<file path="src/rtl/cpu_ctrl_pkg.sv">
`default_nettype none
// ============================================================================
// Module   : cpu_ctrl_pkg
// Purpose  : Shared encodings for the Mini SRC hardwired controller: the
//            sequencer state enum, instruction opcodes, bus-source and ALU
//            operation codes, and the internal control-word struct.
// Ports    : none (package)
// Revision : 1.0 - initial release
// ============================================================================
package cpu_ctrl_pkg;

  typedef enum logic [4:0] {
    ST_IDLE   = 5'd0,
    ST_F0     = 5'd1,
    ST_F1     = 5'd2,
    ST_F2     = 5'd3,
    ST_F3     = 5'd4,
    ST_DEC    = 5'd5,
    ST_R3     = 5'd6,
    ST_R4     = 5'd7,
    ST_R5     = 5'd8,
    ST_I3     = 5'd9,
    ST_I4     = 5'd10,
    ST_I5     = 5'd11,
    ST_B3     = 5'd12,
    ST_B4     = 5'd13,
    ST_B5     = 5'd14,
    ST_B6     = 5'd15,
    ST_J3     = 5'd16,
    ST_L3     = 5'd17,
    ST_L4     = 5'd18,
    ST_HALTED = 5'd19
  } state_t;

  localparam logic [4:0] OP_ADD  = 5'b00011;
  localparam logic [4:0] OP_SUB  = 5'b00100;
  localparam logic [4:0] OP_AND  = 5'b00101;
  localparam logic [4:0] OP_OR   = 5'b00110;
  localparam logic [4:0] OP_ADDI = 5'b01100;
  localparam logic [4:0] OP_ANDI = 5'b01101;
  localparam logic [4:0] OP_ORI  = 5'b01110;
  localparam logic [4:0] OP_BR   = 5'b10010;
  localparam logic [4:0] OP_JR   = 5'b10100;
  localparam logic [4:0] OP_JAL  = 5'b10101;
  localparam logic [4:0] OP_NOP  = 5'b11010;
  localparam logic [4:0] OP_HALT = 5'b11011;

  localparam logic [4:0] BSEL_NONE = 5'b00000;
  localparam logic [4:0] BSEL_C    = 5'b01100;
  localparam logic [4:0] BSEL_ZLO  = 5'b10011;
  localparam logic [4:0] BSEL_PC   = 5'b10100;
  localparam logic [4:0] BSEL_MDR  = 5'b10101;

  localparam logic [3:0] ALU_NONE = 4'b0000;
  localparam logic [3:0] ALU_ADD  = 4'b0011;
  localparam logic [3:0] ALU_SUB  = 4'b0100;
  localparam logic [3:0] ALU_AND  = 4'b0101;
  localparam logic [3:0] ALU_OR   = 4'b0110;

  // Only the controls this block can actually assert; the permanently-zero
  // datapath enables are tied off at the top level.
  typedef struct packed {
    logic       incPC;
    logic       e_PC;
    logic       e_IR;
    logic       e_Y;
    logic       e_Z;
    logic       e_MDR;
    logic       e_MAR;
    logic       e_RA;
    logic       e_CON_FF;
    logic       ram_read;
    logic       MDR_read;
    logic       Gra;
    logic       Grb;
    logic       Grc;
    logic       e_Rin;
    logic       e_Rout;
    logic       imm_sel;
    logic [3:0] alu_op;
    logic [4:0] bus_sel;
    logic       halted;
    logic       illegal;
  } ctrl_t;

  function automatic logic [3:0] alu_of(input logic [4:0] op);
    case (op)
      OP_ADD, OP_ADDI: alu_of = ALU_ADD;
      OP_SUB:          alu_of = ALU_SUB;
      OP_AND, OP_ANDI: alu_of = ALU_AND;
      OP_OR,  OP_ORI:  alu_of = ALU_OR;
      default:         alu_of = ALU_NONE;
    endcase
  endfunction

  function automatic logic op_is_ralu(input logic [4:0] op);
    op_is_ralu = (op == OP_ADD) || (op == OP_SUB) || (op == OP_AND) || (op == OP_OR);
  endfunction

  function automatic logic op_is_ialu(input logic [4:0] op);
    op_is_ialu = (op == OP_ADDI) || (op == OP_ANDI) || (op == OP_ORI);
  endfunction

  function automatic logic op_is_mapped(input logic [4:0] op);
    op_is_mapped = op_is_ralu(op) || op_is_ialu(op) || (op == OP_BR) || (op == OP_JR) ||
                   (op == OP_JAL) || (op == OP_NOP) || (op == OP_HALT);
  endfunction

endpackage
`default_nettype wire

</file>
<file path="src/rtl/control_decode.sv">
`default_nettype none
// ============================================================================
// Module   : control_decode
// Purpose  : Purely combinational map from sequencer state, opcode and CON FF
//            to the controller's control word.
// Ports    : i_state  - current sequencer state
//            i_opcode - ir[31:27]
//            i_con_ff - branch condition flag from the datapath
//            o_ctrl   - decoded control word
// Revision : 1.0 - initial release
// ============================================================================
module control_decode
  import cpu_ctrl_pkg::*;
(
  input  state_t     i_state,
  input  logic [4:0] i_opcode,
  input  logic       i_con_ff,
  output ctrl_t      o_ctrl
);

  always_comb begin
    o_ctrl         = '0;
    o_ctrl.bus_sel = BSEL_NONE;
    o_ctrl.alu_op  = ALU_NONE;
    case (i_state)
      ST_F0: begin
        o_ctrl.bus_sel = BSEL_PC;
        o_ctrl.e_MAR   = 1'b1;
        o_ctrl.incPC   = 1'b1;
      end
      ST_F1: o_ctrl.ram_read = 1'b1;
      ST_F2: begin
        o_ctrl.MDR_read = 1'b1;
        o_ctrl.e_MDR    = 1'b1;
      end
      ST_F3: begin
        o_ctrl.bus_sel = BSEL_MDR;
        o_ctrl.e_IR    = 1'b1;
      end
      ST_DEC: o_ctrl.illegal = !op_is_mapped(i_opcode);
      ST_R3, ST_I3: begin
        o_ctrl.Grb    = 1'b1;
        o_ctrl.e_Rout = 1'b1;
        o_ctrl.e_Y    = 1'b1;
      end
      ST_R4: begin
        o_ctrl.Grc    = 1'b1;
        o_ctrl.e_Rout = 1'b1;
        o_ctrl.e_Z    = 1'b1;
        o_ctrl.alu_op = alu_of(i_opcode);
      end
      ST_I4: begin
        o_ctrl.bus_sel = BSEL_C;
        o_ctrl.imm_sel = 1'b1;
        o_ctrl.e_Z     = 1'b1;
        o_ctrl.alu_op  = alu_of(i_opcode);
      end
      ST_R5, ST_I5: begin
        o_ctrl.bus_sel = BSEL_ZLO;
        o_ctrl.Gra     = 1'b1;
        o_ctrl.e_Rin   = 1'b1;
      end
      ST_B3: begin
        o_ctrl.Gra      = 1'b1;
        o_ctrl.e_Rout   = 1'b1;
        o_ctrl.e_CON_FF = 1'b1;
      end
      ST_B4: begin
        o_ctrl.bus_sel = BSEL_PC;
        o_ctrl.e_Y     = 1'b1;
      end
      ST_B5: begin
        o_ctrl.bus_sel = BSEL_C;
        o_ctrl.imm_sel = 1'b1;
        o_ctrl.alu_op  = ALU_ADD;
        o_ctrl.e_Z     = 1'b1;
      end
      // The target is always on the bus; CON FF decides whether PC takes it.
      ST_B6: begin
        o_ctrl.bus_sel = BSEL_ZLO;
        o_ctrl.e_PC    = i_con_ff;
      end
      ST_J3, ST_L4: begin
        o_ctrl.Gra    = 1'b1;
        o_ctrl.e_Rout = 1'b1;
        o_ctrl.e_PC   = 1'b1;
      end
      ST_L3: begin
        o_ctrl.bus_sel = BSEL_PC;
        o_ctrl.e_RA    = 1'b1;
      end
      ST_HALTED: o_ctrl.halted = 1'b1;
      default: ;
    endcase
  end

endmodule
`default_nettype wire

</file>
<file path="src/rtl/control_unit.sv">
`default_nettype none
// ============================================================================
// Module   : control_unit
// Purpose  : Hardwired sequencer for the Mini SRC datapath. Holds the state
//            register and next-state logic; control outputs come from
//            control_decode.
// Ports    : clock, clear (async active-low), run, ir[31:0], con_ff in;
//            datapath enables, ALU_op[3:0], BusDataSelect[4:0], halted and
//            illegal out.
// Revision : 1.0 - initial release
// ============================================================================
module control_unit
  import cpu_ctrl_pkg::*;
(
  input  logic        clock,
  input  logic        clear,
  input  logic        run,
  input  logic [31:0] ir,
  input  logic        con_ff,
  output logic        incPC,
  output logic        e_PC,
  output logic        e_IR,
  output logic        e_Y,
  output logic        e_Z,
  output logic        e_HI,
  output logic        e_LO,
  output logic        e_MDR,
  output logic        e_MAR,
  output logic        e_GP,
  output logic        e_OutPort,
  output logic        e_InPort,
  output logic        e_RA,
  output logic        e_CON_FF,
  output logic        ram_read,
  output logic        ram_write,
  output logic        MDR_read,
  output logic        Gra,
  output logic        Grb,
  output logic        Grc,
  output logic        e_Rin,
  output logic        e_Rout,
  output logic        BAout,
  output logic        imm_sel,
  output logic [3:0]  ALU_op,
  output logic [4:0]  BusDataSelect,
  output logic        halted,
  output logic        illegal
);

  state_t     r_state;
  state_t     w_next;
  state_t     w_after;
  logic [4:0] w_opcode;
  ctrl_t      w_ctrl;
  logic       w_unused_ir;

  assign w_opcode    = ir[31:27];
  assign w_unused_ir = ^ir[26:0];

  always_ff @(posedge clock or negedge clear) begin
    if (!clear) r_state <= ST_IDLE;
    else        r_state <= w_next;
  end

  // End of every execute sequence: run is sampled only here, so dropping it
  // mid-instruction lets the instruction finish.
  assign w_after = run ? ST_F0 : ST_IDLE;

  always_comb begin
    w_next = r_state;
    case (r_state)
      ST_IDLE: if (run) w_next = ST_F0;
      ST_F0:   w_next = ST_F1;
      ST_F1:   w_next = ST_F2;
      ST_F2:   w_next = ST_F3;
      ST_F3:   w_next = ST_DEC;
      ST_DEC: begin
        if (op_is_ralu(w_opcode))      w_next = ST_R3;
        else if (op_is_ialu(w_opcode)) w_next = ST_I3;
        else if (w_opcode == OP_BR)    w_next = ST_B3;
        else if (w_opcode == OP_JR)    w_next = ST_J3;
        else if (w_opcode == OP_JAL)   w_next = ST_L3;
        else if (w_opcode == OP_HALT)  w_next = ST_HALTED;
        else                           w_next = w_after;
      end
      ST_R3:     w_next = ST_R4;
      ST_R4:     w_next = ST_R5;
      ST_R5:     w_next = w_after;
      ST_I3:     w_next = ST_I4;
      ST_I4:     w_next = ST_I5;
      ST_I5:     w_next = w_after;
      ST_B3:     w_next = ST_B4;
      ST_B4:     w_next = ST_B5;
      ST_B5:     w_next = ST_B6;
      ST_B6:     w_next = w_after;
      ST_J3:     w_next = w_after;
      ST_L3:     w_next = ST_L4;
      ST_L4:     w_next = w_after;
      ST_HALTED: w_next = ST_HALTED;
      default:   w_next = ST_IDLE;
    endcase
  end

  control_decode u_decode (
    .i_state  (r_state),
    .i_opcode (w_opcode),
    .i_con_ff (con_ff),
    .o_ctrl   (w_ctrl)
  );

  assign incPC         = w_ctrl.incPC;
  assign e_PC          = w_ctrl.e_PC;
  assign e_IR          = w_ctrl.e_IR;
  assign e_Y           = w_ctrl.e_Y;
  assign e_Z           = w_ctrl.e_Z;
  assign e_MDR         = w_ctrl.e_MDR;
  assign e_MAR         = w_ctrl.e_MAR;
  assign e_RA          = w_ctrl.e_RA;
  assign e_CON_FF      = w_ctrl.e_CON_FF;
  assign ram_read      = w_ctrl.ram_read;
  assign MDR_read      = w_ctrl.MDR_read;
  assign Gra           = w_ctrl.Gra;
  assign Grb           = w_ctrl.Grb;
  assign Grc           = w_ctrl.Grc;
  assign e_Rin         = w_ctrl.e_Rin;
  assign e_Rout        = w_ctrl.e_Rout;
  assign imm_sel       = w_ctrl.imm_sel;
  assign ALU_op        = w_ctrl.alu_op;
  assign BusDataSelect = w_ctrl.bus_sel;
  assign halted        = w_ctrl.halted;
  assign illegal       = w_ctrl.illegal;

  assign e_HI      = 1'b0;
  assign e_LO      = 1'b0;
  assign e_GP      = 1'b0;
  assign e_OutPort = 1'b0;
  assign e_InPort  = 1'b0;
  assign ram_write = 1'b0;
  assign BAout     = 1'b0;

endmodule
`default_nettype wire

</file>
<file path="config.mk">
export PLATFORM = sky130hd
export DESIGN_NAME = control_unit
export DESIGN_NICKNAME = d
export VERILOG_FILES = /design/src/rtl/cpu_ctrl_pkg.sv /design/src/rtl/control_decode.sv /design/src/rtl/control_unit.sv
export SDC_FILE = /design/constraint.sdc
export NUM_CORES = 1
export LEC_CHECK = 0
export CAP_MARGIN = 20
export CORE_AREA = 2 2 56 58
export DETAILED_ROUTE_END_ITERATION = 8
export DIE_AREA = 0 0 58 60
export GPL_TIMING_DRIVEN = 0
export PLACE_DENSITY = 0.85
export SYNTH_ARGS = -nofsm -noshare
export SYNTH_HDL_FRONTEND = slang
export SYNTH_SLANG_ARGS = --single-unit
</file>
<file path="constraint.sdc">
create_clock -name clock -period 2.24 [get_ports clock]
set_input_delay 0.448 -clock clock [delete_from_list [all_inputs] [get_ports clock]]
set_output_delay 0.448 -clock clock [all_outputs]
set_load 0.01 [all_outputs]
</file>
==> run metrics <==
status finished, final reports clean; clock latency on the worst-skew pair 240 ps; most instantiated cells after synthesis nor2_1 (15), buf_4 (14), nand2_1 (13); I/O pins 71; P_leak 0.841 nW; Top reg by flops r_state; root buf cell clkbuf_4; FMAX 0.452 GHz; # fillers 255; post-DP HPWL 2300 um; routed length on met3 ~180 um; Via Count 1325; Top Metal Used met4; Worst Skew 2.18 ps; met1 wire length 1470 um; Yosys warning total 0; post-layout minimum cycle time 2210 ps; Synth Register Bits 5; DRC viols 0; Cell variety after synth 53; largest net degree at the start of global routing 11; antenna violations before repair 0; Cell Chain, Critical Path buf_6 > buf_4 > and3_1 > clkdlybuf4s50_1; Mapped Area 1110 sq um; Crit path max-delay family buffers and inverters; Max Cap Viol 0; die area 3480 sq um; max reg flops 5; Finish-stage setup viols 0; async set or reset register ratio after synthesis 1.00; H-tree lvl count 1; finished layout cell area roughly 1700 sq um; Initial Util 0.383; part of the cycle the worst path needs 0.988; cells after synthesis 160; Synth area leader dfrtp_1; CTS Sinks 5; diodes inserted 0; Finished Layout Cells 245; final global-route overflow total 0; Largest regs r_state: 5 flops; crit path launch type flop; Worst-path clk slew 40 ps; WL final 3430 um; Mapped Avg Cell Area 6.95 sq um; worst hold slack between 400 and 500 ps; CP max stage delay 540 ps; Yosys top cell area share 0.112; crit-path max FO 10; Avg WL per Cell 14.0 um; Die Ht 60 um; Cell Rows 20; vias in the first global route 1123; unrepaired setup endpoints after global routing yes; CTS Buffer Depth 2; CP Class flop to primary output; Die W about 58 um; core area 2900 sq um; number of vias per cell 5.41; met2 WL 1770 um; Worst setup EP type primary output; routability cong. 0.909; GRT Resource Usage Total 0.188; DP Area 1520 sq um; Buf+Inv Stages, Crit Path 3; most frequently used flop master after synthesis dfrtp_1; Hold Violations, Final 0; Layout Nets 249; placed cell count 234; Area contributors post-synth dfrtp_1 (11%), buf_4 (9.4%), nor2b_1 (5.6%); Post-synth EDFFs 0; sequential share of the synthesized area 0.112; maximum VDD drop about 0.0007 V; P&R area growth vs syn 53.5%; Worst path slowest cell clkdlybuf4s50_1; post-route ant nets 0; Port Buffers 34; router iterations before antenna repair 4; CTS Buf Count 3; Critical Path AT 1760 ps; pwr dens 1010 nW/um^2; Worst Path Required 1790 ps; share of cells above drive strength 1 0.288; # hold bufs at CTS 0; Max Slew Vio Count 0; first-pass GRT wire length between 5000 and 6000 um; Final Util 0.588; Iteration-0 DRC Markers between 40 and 50; CTS tree built; most frequent cell after synthesis nor2_1; Hold Path Class input pin to async pin
-- power by group --
part           internal [W]  total, W  switching [W]
clock             0.0000672  0.000103      0.0000353
combinational      0.000679   0.00144       0.000757
sequential         0.000128  0.000182      0.0000538
-- logic make-up after synthesis --
group                  Yosys count  share of synthesized area
buffers and inverters           29                      0.170
AO/OA/AOI/OAI                   45                      0.277
XOR/XNOR                         3                     0.0236
multiplexers                     4                     0.0371
flip-flops                       5                      0.112
other                            1                    0.00337
AND/OR/NAND/NOR                 73                      0.377
-- per-stage QoR --
stage	power, W	setup TNS, ps	setup slack (ps)
finish	0.00172	0	27.3
global route	0.00184	-84.9	-42.4
CTS	0.00161	-0.393	-0.393
detailed placement	0.00143	-1750	-510
global placement	0.00142	-1780	-504
floorplan	0.000981	0	321
-- final cells by class --
class	instances	area (sq um)	share of cell area
tap	33	41.3	0.0242
clock buffer	4	26.3	0.0154
multi-input combinational	133	891	0.522
sequential	5	126	0.0740
inverter	2	12.5	0.00733
timing repair buffer	41	379	0.222
buffer	27	231	0.136
-- path summary, 6_finish.rpt --
kind	startpoint	end	slack [ps]	cells after the start
worst max-delay path	r_state[1]$_DFFE_PN0P_	Grc	30	4
max in group asynchronous	clear	r_state[0]$_DFFE_PN0P_	1610	1
min in group clock	r_state[4]$_DFFE_PN0P_	r_state[0]$_DFFE_PN0P_	770	4
worst min-delay path	clear	r_state[2]$_DFFE_PN0P_	420	1
worst min register to register	r_state[4]$_DFFE_PN0P_	r_state[0]$_DFFE_PN0P_	770	4
worst max register to register	r_state[4]$_DFFE_PN0P_	r_state[3]$_DFFE_PN0P_	820	5
-- what timing repair did --
| action | in CTS | in global routing |
|---|---|---|
| pin swaps | 1 | 1 |
| resized for setup | 58 | 18 |
| buffers inserted | 4 | 3 |
| endpoints found under the setup margin | 24 | 10 |
| hold endpoints to repair | 0 | 0 |
-- worst reg2reg max path: cells and delay by family, from the launching register on --
family | cells | cell delay [ps]
DFF | 1 | 350
buffers and inverters | 1 | 170
and+or+nand+nor | 2 | 500
AOI/OAI and AO/OA | 2 | 320
-- per-layer routing --
layer | up-vias | global-route usage
met5 | - | 0
met2 | 50 | 0.344
met1 | 605 | 0.236
met4 | 0 | 0.0532
li1 | 668 | -
met3 | 2 | 0.0130
-- placed cells by master (no fill, tap or decap), types with 4 or more instances in the layout --
master	n
nand2b_1	6
dfrtp_1	4
buf_4	20
nor2_1	12
dlymetal6s2s_1	5
buf_2	5
o21ai_1	4
dlygate4sd2_1	16
nand2_1	13
o21ai_0	8
a21oi_1	8
conb_1	8
clkdlybuf4s50_1	8
nor2b_1	7
buf_6	10
(Power assumes the default switching activity.)
==> RTL change 1 (same flow settings) <==
Add an input register stage for `run`, `ir` and `con_ff`, without a reset; this delays them by one clock.
--- a/src/rtl/control_unit.sv
+++ b/src/rtl/control_unit.sv
@@ -48,4 +48,14 @@
 );
 
+  logic run_q;
+  logic [31:0] ir_q;
+  logic con_ff_q;
+
+  always_ff @(posedge clock) begin
+    run_q    <= run;
+    ir_q     <= ir;
+    con_ff_q <= con_ff;
+  end
+
   state_t     r_state;
   state_t     w_next;
@@ -55,6 +65,6 @@
   logic       w_unused_ir;
 
-  assign w_opcode    = ir[31:27];
-  assign w_unused_ir = ^ir[26:0];
+  assign w_opcode    = ir_q[31:27];
+  assign w_unused_ir = ^ir_q[26:0];
 
   always_ff @(posedge clock or negedge clear) begin
@@ -65,10 +75,10 @@
   // End of every execute sequence: run is sampled only here, so dropping it
   // mid-instruction lets the instruction finish.
-  assign w_after = run ? ST_F0 : ST_IDLE;
+  assign w_after = run_q ? ST_F0 : ST_IDLE;
 
   always_comb begin
     w_next = r_state;
     case (r_state)
-      ST_IDLE: if (run) w_next = ST_F0;
+      ST_IDLE: if (run_q) w_next = ST_F0;
       ST_F0:   w_next = ST_F1;
       ST_F1:   w_next = ST_F2;
@@ -105,5 +115,5 @@
     .i_state  (r_state),
     .i_opcode (w_opcode),
-    .i_con_ff (con_ff),
+    .i_con_ff (con_ff_q),
     .o_ctrl   (w_ctrl)
   );
Behaviour: not the same (a bounded check fails within 4 cycles, from zero or initial values).
==> RTL change 1 against the unedited design <==
Sequential cell count increased by 7. Critical path depth down 1. Worst setup slack improved by 0.011 ns. Die area unchanged. Sequential share of layout area up 7.4 points. Synthesized area increased by 12%. Wire length fell by 1.2%. Cell area is 7.0% higher. Non-clock buffer count shrank 1. First-iteration DRC count rose by 14%. Total power is 1.6% lower.
==> RTL change 1: results (changes against the unedited design) <==
* FILL cells at 282 (+11%)
* Inserted Clock Buffers at 3 (unchanged)
* Netlist cell types at 52 (-1.9%)
* Antenna cells at 0 (unchanged)
* Worst-path clk slew at 0.06 ns (+0.02 ns)
* Layout Area Growth over Synthesis at 46.6%
* VDD IR-drop max at 950 uV (+33%)
* Routed WL per cell at 13.2 um (-5.4%)
* Dpl ws at -0.150 ns (+0.360 ns)
* DP Cell Count at 248 (+6.0%)
* Register area share after synthesis at 21.3% (+10 points)
* Congestion Overflow GR at 0 (unchanged)
* Global Route Usage Sum at 19.1% (+0.32 points)
* Seq pwr share at 17.5% (+6.9 points)
* Fraction of layout cells with a size suffix above 1 at 29.1% (+0.37 points)
* Router iterations before antenna repair at 4 (unchanged)
* Leakage at 0.875 nW (+4.0%)
* PnR Total Power at 1.69 mW (-1.6%)
* Regs by FF count: ir_q x5, r_state x5
* Ys async rst share at 41.7% (-58 points)
* Antenna violations before repair at 0 (unchanged)
* Final WL at 3.39 mm (-1.2%)
* Register-to-register setup slack at 0.38 ns (-0.44 ns)
* Synth top cells by count: nor2_1 (18), a21oi_1 (15), buf_4 (13), nand2b_1 (12), nand2_1 (10)
* Mapped Avg Cell Area at 7.20 um2 (+3.6%)
* H-tree Lvls at 1 (unchanged)
* Gpl congestion at 0.949 (+4.4%)
* Placed Area at 1660 um2 (+9.5%)
* Vias per cell at 5.40 (-0.11%)
* Main area contributors after synthesis: dfxtp_1 (11%), dfrtp_1 (10%), buf_4 (7.8%)
* Crit-path max cell delay at 0.54 ns (about the same)
* Port bufs at 35 (+2.9%)
* Clk Latency, worst-skew pair at 0.26 ns (+0.02 ns)
* CTS root buf: clkbuf_4
* Crit Path Max Fanout at 4 (-6)
* Top cell family by delay on the critical path: buffers and inverters
* Sw Share at 44.8% (-4.3 points)
* CTS Buffer Depth at 2 (unchanged)
* Status: completed
* Clk network pwr share at 9.4% (+3.4 points)
* Nets@finish at 260 (+4.4%)
* Detail Placement HPWL at 2.37 mm (+3.2%)
* Hold slack at 0.397 ns (-0.0276 ns)
* Final Skew at 0.00316 ns (+0.000985 ns)
* Initial DRC count at 49 (+14%)
* First-pass GRT wire length at 5.23 mm (+2.0%)
* Reg2reg start: r_state[3]
* Critical R2R Capture: r_state[0]
## RTL change 1: cell count changes after synthesis, moves of 4 or more
| cell | delta |
|---|---|
| clkbuf_1 | +4 |
| inv_1 | +4 |
| dfxtp_1 | +7 |
| and3_1 | -4 |
| nor2b_1 | -7 |
| a21oi_1 | +7 |
| nand2b_1 | +5 |
## RTL change 1: area by class of cell
type / count / share of cell area [%]
Multi-Input combinational cell: 134 / 49.3
Timing Repair Buffer: 40 / 19.6
Sequential cell: 12 / 14.8
Buffer: 27 / 10.8
Tap cell: 33 / 2.26
Clock buffer: 4 / 1.99
Inverter: 6 / 1.23
## RTL change 1: metal layers
layer	wire, um	global-route usage [%]
met3	202	1.30
met1	1540	27.5
met2	1630	30.8
met4	23	5.32
met5	0	0
## RTL change 1: timing repair
action | 4_1_cts | 5_1_grt
buffers inserted | 4 | 1
setup endpoints to repair | 27 | 10
gates resized for setup | 57 | 20
pin swaps | 1 | 3
## RTL change 1: worst max-delay path by stage
stage / end / slack [ns] / cells after the start
floorplan: illegal / 0.45 / 3
global placement: illegal / -0.14 / 4
detailed placement: illegal / -0.15 / 4
CTS: ALU_op[0] / -0.05 / 5
global route: BusDataSelect[2] / 0.002 / 6
finish: ram_read / 0.04 / 3
## RTL change 1: kinds of logic (layout without fill, tap and decap cells)
logic type | count (synthesis) | after routing | share of synthesized area [%]
muxes | 1 | 1 | 0.904
AOI/OAI and AO/OA | 53 | 53 | 28.1
and+or+nand+nor | 72 | 72 | 33.8
DFF | 12 | 12 | 21.3
buffers and inverters | 34 | 77 | 15.6
other | 1 | 8 | 0.301
